`config.mk`:
```
export PLATFORM = sky130hd
export DESIGN_NAME = hermes_local_injector
export DESIGN_NICKNAME = d
export VERILOG_FILES = /design/src/rtl/hermes_local_injector.sv
export SDC_FILE = /design/constraint.sdc
export NUM_CORES = 1
export LEC_CHECK = 0
export CAP_MARGIN = 15
export CORE_MARGIN = 3
export CORE_UTILIZATION = 55
export DETAILED_ROUTE_END_ITERATION = 16
export PLACE_DENSITY = 0.88
export SLEW_MARGIN = 5
export SYNTH_ARGS = -nofsm -noshare
export SYNTH_HDL_FRONTEND = slang
export SYNTH_SLANG_ARGS = --single-unit
```
`constraint.sdc`:
```
create_clock -name clock -period 6.05 [get_ports clock]
set_input_delay 0.605 -clock clock [delete_from_list [all_inputs] [get_ports clock]]
set_output_delay 0.605 -clock clock [all_outputs]
set_load 0.02 [all_outputs]
```
`src/rtl/hermes_local_injector.sv`:
```
// Hermes LOCAL-port packet source: header, size and memory-streamed payload flits over a credit link.
// Define HERMES_INJECTOR_CHECKSUM_EN to append an XOR trailer flit (size flit then carries len+1).
module hermes_local_injector #(
   parameter int FLIT_WIDTH       = 32,
   parameter int MEMORY_BUS_WIDTH = 32,
   parameter int ADDR_WIDTH       = 32,
   parameter int SIZE_WIDTH       = 16,
   parameter int PREFETCH_DEPTH   = 2
) (
   input  logic                        clock,
   input  logic                        reset,
   input  logic                        start_i,
   input  logic [15:0]                 dest_i,
   input  logic [ADDR_WIDTH-1:0]       base_i,
   input  logic [SIZE_WIDTH-1:0]       len_i,
   output logic                        busy_o,
   output logic                        done_o,
   output logic                        mem_en_o,
   output logic [ADDR_WIDTH-1:0]       mem_addr_o,
   input  logic [MEMORY_BUS_WIDTH-1:0] mem_data_i,
   output logic [FLIT_WIDTH-1:0]       data_o,
   output logic                        tx,
   input  logic                        credit_i,
   output logic                        clock_tx
);

   localparam int PW = $clog2(PREFETCH_DEPTH);
   localparam int CW = PW + 1;

   typedef enum logic [2:0] {
      S_IDLE    = 3'd0,
      S_HEADER  = 3'd1,
      S_SIZE    = 3'd2,
      S_PAYLOAD = 3'd3,
`ifdef HERMES_INJECTOR_CHECKSUM_EN
      S_TRAILER = 3'd4,
`endif
      S_DONE    = 3'd5
   } state_t;

`ifdef HERMES_INJECTOR_CHECKSUM_EN
   localparam state_t S_TAIL = S_TRAILER;
`else
   localparam state_t S_TAIL = S_DONE;
`endif

   state_t                      state_q, state_nxt;
   logic [15:0]                 dest_q;
   logic [ADDR_WIDTH-1:0]       base_q;
   logic [SIZE_WIDTH-1:0]       len_q, issued_q, remain_q;
   logic [MEMORY_BUS_WIDTH-1:0] fifo_mem [PREFETCH_DEPTH];
   logic [PW-1:0]               wr_ptr_q, rd_ptr_q;
   logic [CW-1:0]               cnt_q;
   logic [CW:0]                 occ_next;
   logic                        vld_p1;
   logic [MEMORY_BUS_WIDTH-1:0] head;
   logic [FLIT_WIDTH-1:0]       size_flit;
   logic                        fire, pop, accept, fetch_state;
`ifdef HERMES_INJECTOR_CHECKSUM_EN
   logic [MEMORY_BUS_WIDTH-1:0] xor_q;
`endif

   assign clock_tx = clock;
   assign head     = fifo_mem[rd_ptr_q];
   assign fire     = tx & credit_i;
   assign pop      = (state_q == S_PAYLOAD) & fire;
   assign accept   = (state_q == S_IDLE) & start_i;

`ifdef HERMES_INJECTOR_CHECKSUM_EN
   assign size_flit = FLIT_WIDTH'({1'b0, len_q} + {{SIZE_WIDTH{1'b0}}, 1'b1});
`else
   assign size_flit = FLIT_WIDTH'(len_q);
`endif

   // Occupancy after this edge counts the word landing now; a new read is safe only if its
   // data, arriving next cycle, still fits. Crediting the pop keeps 1 flit/cycle at depth 2.
   assign occ_next    = {1'b0, cnt_q} + (CW+1)'(vld_p1) - (CW+1)'(pop);
   assign fetch_state = (state_q == S_HEADER) | (state_q == S_SIZE) | (state_q == S_PAYLOAD);
   assign mem_en_o    = fetch_state & (issued_q < len_q) & (occ_next < (CW+1)'(PREFETCH_DEPTH));
   assign mem_addr_o  = base_q + ADDR_WIDTH'(issued_q);

   always_comb begin
      tx     = 1'b0;
      data_o = '0;
      case (state_q)
         S_HEADER: begin
            tx     = 1'b1;
            data_o = FLIT_WIDTH'(dest_q);
         end
         S_SIZE: begin
            tx     = 1'b1;
            data_o = size_flit;
         end
         S_PAYLOAD: begin
            tx     = (cnt_q != '0);
            data_o = FLIT_WIDTH'(head);
         end
`ifdef HERMES_INJECTOR_CHECKSUM_EN
         S_TRAILER: begin
            tx     = 1'b1;
            data_o = FLIT_WIDTH'(xor_q);
         end
`endif
         default: ;
      endcase
   end

   always_comb begin
      state_nxt = state_q;
      case (state_q)
         S_IDLE:    if (start_i) state_nxt = S_HEADER;
         S_HEADER:  if (fire) state_nxt = S_SIZE;
         S_SIZE:    if (fire) state_nxt = (len_q != '0) ? S_PAYLOAD : S_TAIL;
         S_PAYLOAD: if (pop && remain_q == SIZE_WIDTH'(1)) state_nxt = S_TAIL;
`ifdef HERMES_INJECTOR_CHECKSUM_EN
         S_TRAILER: if (fire) state_nxt = S_DONE;
`endif
         S_DONE:    state_nxt = S_IDLE;
         default:   state_nxt = S_IDLE;
      endcase
   end

   always_ff @(posedge clock or posedge reset) begin
      if (reset) begin
         state_q  <= S_IDLE;
         busy_o   <= 1'b0;
         done_o   <= 1'b0;
         vld_p1   <= 1'b0;
         dest_q   <= '0;
         base_q   <= '0;
         len_q    <= '0;
         issued_q <= '0;
         remain_q <= '0;
         wr_ptr_q <= '0;
         rd_ptr_q <= '0;
         cnt_q    <= '0;
      end else begin
         state_q <= state_nxt;
         busy_o  <= (state_nxt != S_IDLE) && (state_nxt != S_DONE);
         done_o  <= (state_nxt == S_DONE);
         // p1: read data returned by memory, pushed into the prefetch FIFO
         vld_p1  <= mem_en_o;
         if (mem_en_o) issued_q <= issued_q + SIZE_WIDTH'(1);
         if (vld_p1) wr_ptr_q <= wr_ptr_q + PW'(1);
         if (pop) begin
            rd_ptr_q <= rd_ptr_q + PW'(1);
            remain_q <= remain_q - SIZE_WIDTH'(1);
         end
         cnt_q <= cnt_q + CW'(vld_p1) - CW'(pop);
         if (accept) begin
            dest_q   <= dest_i;
            base_q   <= base_i;
            len_q    <= len_i;
            issued_q <= '0;
            remain_q <= len_i;
         end
      end
   end

   always_ff @(posedge clock) begin
      if (vld_p1) fifo_mem[wr_ptr_q] <= mem_data_i;
`ifdef HERMES_INJECTOR_CHECKSUM_EN
      if (accept) xor_q <= '0;
      else if (pop) xor_q <= xor_q ^ head;
`endif
   end

endmodule

```
==> impl_metrics.env <==
export IMPL_run_status="completed"
export IMPL_min_period_over_period_pct=90.4
export IMPL_startpoint_type="register"
export IMPL_finalSetupViolations=0
export IMPL_r2r_cells=12
export IMPL_regToRegEndpoint="issued_q[15]$_DFFE_PP0P_"
export IMPL_whs_path_depth=2
export IMPL_postCtsSetupRepairBufs=0
export IMPL_max_freq_mhz=183
export IMPL_synth_seq_cells=170
export IMPL_placed_area_um2=10600
export IMPL_most_common_layout_cells="nand2_1, clkdlybuf4s50_1, dfrtp_1"
export IMPL_max_slew_worst_pin_slew_ns=1.13
export IMPL_min_path_type="reg -> reg"
export IMPL_m1WireLength_um=9460
export IMPL_max_slew_headroom_pct=24.8
export IMPL_report_final_slew_viol_count=0
export IMPL_synthesis_instances=871
export IMPL_port_buffers=168
export IMPL_num_nets_final=1168
export IMPL_avgViaCountPerCell=5.72
export IMPL_clkPwrFrac_pct=27.7
export IMPL_critical_path_max_fanout=24
export IMPL_netsw_mw=1.69
export IMPL_die_width_um=132
export IMPL_antenna_found_initial=1
export IMPL_worst_r2r_startpoint="state_q[1]$_DFF_PP0_"
export IMPL_path_class="reg -> out"
export IMPL_cts_tree="yes"
export IMPL_layout_commonest_cell="nand2_1"
export IMPL_worst_path_buf_inv=4
export IMPL_syn_nets=1009
export IMPL_worst_slack_ns=0.578
export IMPL_intPower_mw=3.14
export IMPL_grt_max_degree=70
export IMPL_initial_core_util_pct=56.8
export IMPL_holdBufCountCts=0
export IMPL_dr_vias=7167
export IMPL_min_period_ns=5.47
export IMPL_synth_area_um2=8700
export IMPL_met3RoutedLength_um=1470
export IMPL_drv_max_cap_violation_count=0
export IMPL_grt_pass1_wl_um=36100
export IMPL_share_of_synthesized_registers_carrying_an_async_set_or_reset_pct=62.4
export IMPL_ant_nets=0
export IMPL_regToRegSetupSlack_ns=1.79
export IMPL_dr_pass1_iters=6
export IMPL_core_area_um2=15300
export IMPL_skew_ns=0.00975
export IMPL_top_signal_layer_used="met5"
export IMPL_critPathRequiredTime_ns=5.44
export IMPL_dp_final_hpwl_um=15700
export IMPL_syn2layout_area_growth_pct=29.8
export IMPL_max_vdd_ir_drop_mv=0.311
export IMPL_routed_wl_um=22400
export IMPL_placementRows=45
export IMPL_rsz_0062_raised_after_global_routing="no"
export IMPL_initialDrtViolationCount=617
export IMPL_final_hold_violation_count=0
export IMPL_final_setup_tns_ns=0
export IMPL_final_core_utilization_pct=73.7
export IMPL_yosysWarnings=0
export IMPL_power_combinational_fraction_pct=35.4
export IMPL_number_of_enable_type_register_cells_in_the_synthesized_netlist=64
export IMPL_post_route_drc_count=0
export IMPL_finish_instance_area_um2=11300
export IMPL_timing_critical_path_depth=12
export IMPL_hold_start="dest_q[15]$_DFFE_PP0P_"
export IMPL_static_leakage_power_nw=4.92
export IMPL_power_share_sequential_pct=36.9
export IMPL_yosys_most_used_dff="dfrtp_1"
export IMPL_worstSetupEndpointType="output port"
export IMPL_max_stage_delay_ns=0.82
export IMPL_power_total_mw=4.83
export IMPL_slowest_stage_cell_on_the_critical_path="dfrtp_1"
export IMPL_cp_data_arrival_time_ns=4.87
export IMPL_worst_skew_pair_late_latency_ns=0.54
export IMPL_drt_wirelength_per_cell_um=17.8
export IMPL_power_density_nw_per_um2=428
export IMPL_preCtsSetupSlack_ns=0.959
export IMPL_gp_congestion=0.922
export IMPL_grtUsageTotal_pct=26.3
export IMPL_ys_seq_area_share_pct=52.6
export IMPL_power_share_switching_pct=35.0
export IMPL_cts_repair_resize_count=0
export IMPL_synth_lib_cells_used_distinct=60
export IMPL_overflow=0
export IMPL_die_h_um=132
export IMPL_crit_family="buffers and inverters"
export IMPL_design_die_area_um2=17400
export IMPL_num_io_pins=169
export IMPL_detailroute_wirelength_met2_um=10800
export IMPL_cp_cell_sequence="nand3b_1 > buf_4 > nor2_1 > ha_1 > inv_1 > ha_1 > fa_1 > a2111o_1 > a221oi_4 > nand3b_2 > inv_1 > clkdlybuf4s50_1"
export IMPL_number_of_global_route_vias_before_repair=7131
export IMPL_clkSlewWorstSetupHoldPaths_ns=0.07
export IMPL_layout_drive_gt1_share_pct=5.18
export IMPL_synthesis_area_per_instance_um2=9.99
export IMPL_timing_hold_worst_endpoint="dest_q[15]$_DFFE_PP0P_"
export IMPL_insertedDiodeCount=0
## flip-flops by register name (all words and copies together), names as in the netlist
register and cells:
base_q 32, len_q 16, cnt_q 2, done_o 1
dest_q 16, rd_ptr_q 1, vld_p1 1, fifo_mem 64
wr_ptr_q 1, remain_q 16, busy_o 1, state_q 3
issued_q 16
## cells in the mapped netlist (4+ instances only)
library cell  instances  area (um2)
a22oi_1              16         120
inv_1                37         139
a21oi_1              39         195
o21bai_1              4        30.0
nor4_1                4        25.0
and2_1                9        56.3
nand2_1             189         709
nor3_1                7        35.0
a211oi_1              8        60.1
a21o_1                7        52.6
xor2_1               22         193
mux2i_1              33         330
nand3_1              14        70.1
or3_1                 7        43.8
edfxtp_1             64        1920
xnor2_1              27         236
o31ai_1               6        45.0
or4_1                 5        37.5
nand4_1              14        87.6
nor2_1               71         267
buf_1                 7        26.3
nor2b_1               4        25.0
clkbuf_1             27         101
o21ai_0              49         245
o21a_1                4        30.0
o211ai_1              9        67.6
ha_1                 36         450
and3_1                6        37.5
dfrtp_1             106        2650
## worst register-to-register path: stages (launching register included)
cell	delay, ns
dfrtp_1	0.82
nand3b_1	0.13
buf_4	0.24
nor2_1	0.40
ha_1	0.34
inv_1	0.07
ha_1	0.15
fa_1	0.44
a2111o_1	0.41
a221oi_4	0.36
nand4_4	0.23
or4_1	0.45
a21oi_1	0.15
## per-stage QoR
step                      hold WS, ns  std cells
after global routing            0.510       1254
after global placement          0.465       1219
after floorplan                 0.446        871
after CTS                       0.483       1254
final                           0.483       1254
after detailed placement        0.468       1219
## how the worst max path moves through the flow
stage                         startpoint        to  slack, ns
floorplan                          clock  clock_tx       2.29
global placement                credit_i  mem_en_o       1.12
detailed placement              credit_i  mem_en_o       0.96
CTS                 state_q[1]$_DFF_PP0_  mem_en_o       0.60
global route        state_q[1]$_DFF_PP0_  mem_en_o       0.23
finish              state_q[1]$_DFF_PP0_  mem_en_o       0.58
## cells by family after synthesis
group | count (synthesis) | synth area share [%]
xor+xnor | 49 | 4.93
buf+inv | 74 | 3.27
mux | 34 | 3.93
simple gates | 346 | 17.9
flops | 170 | 52.6
fa+ha+maj | 38 | 5.64
compound gates | 160 | 11.7
## area by class of cell
type / instances / area, um2
Sequential cell: 170 / 4580
Fill cell: 1071 / 4020
Multi-Input combinational cell: 627 / 3850
Timing Repair Buffer: 173 / 1720
Clock buffer: 21 / 510
Tap cell: 211 / 264
Clock inverter: 15 / 234
Inverter: 37 / 141
## layer usage
| layer | track usage, % | up-vias |
|---|---|---|
| li1 | - | 3357 |
| met1 | 33.7 | 3466 |
| met2 | 41.7 | 294 |
| met3 | 7.75 | 48 |
| met4 | 11.4 | 2 |
| met5 | 0 | - |
## power by group through the flow
stage               Sequential [mW]  Clock [mW]  Combinational (mW)
global route                   1.81        1.40                1.86
detailed placement             1.79      0.0222                1.69
CTS                            1.77        1.35                1.71
global placement               1.78      0.0222                1.65
finish                         1.78        1.34                1.71
floorplan                      1.67      0.0193                1.10
(Power assumes the default switching activity.)
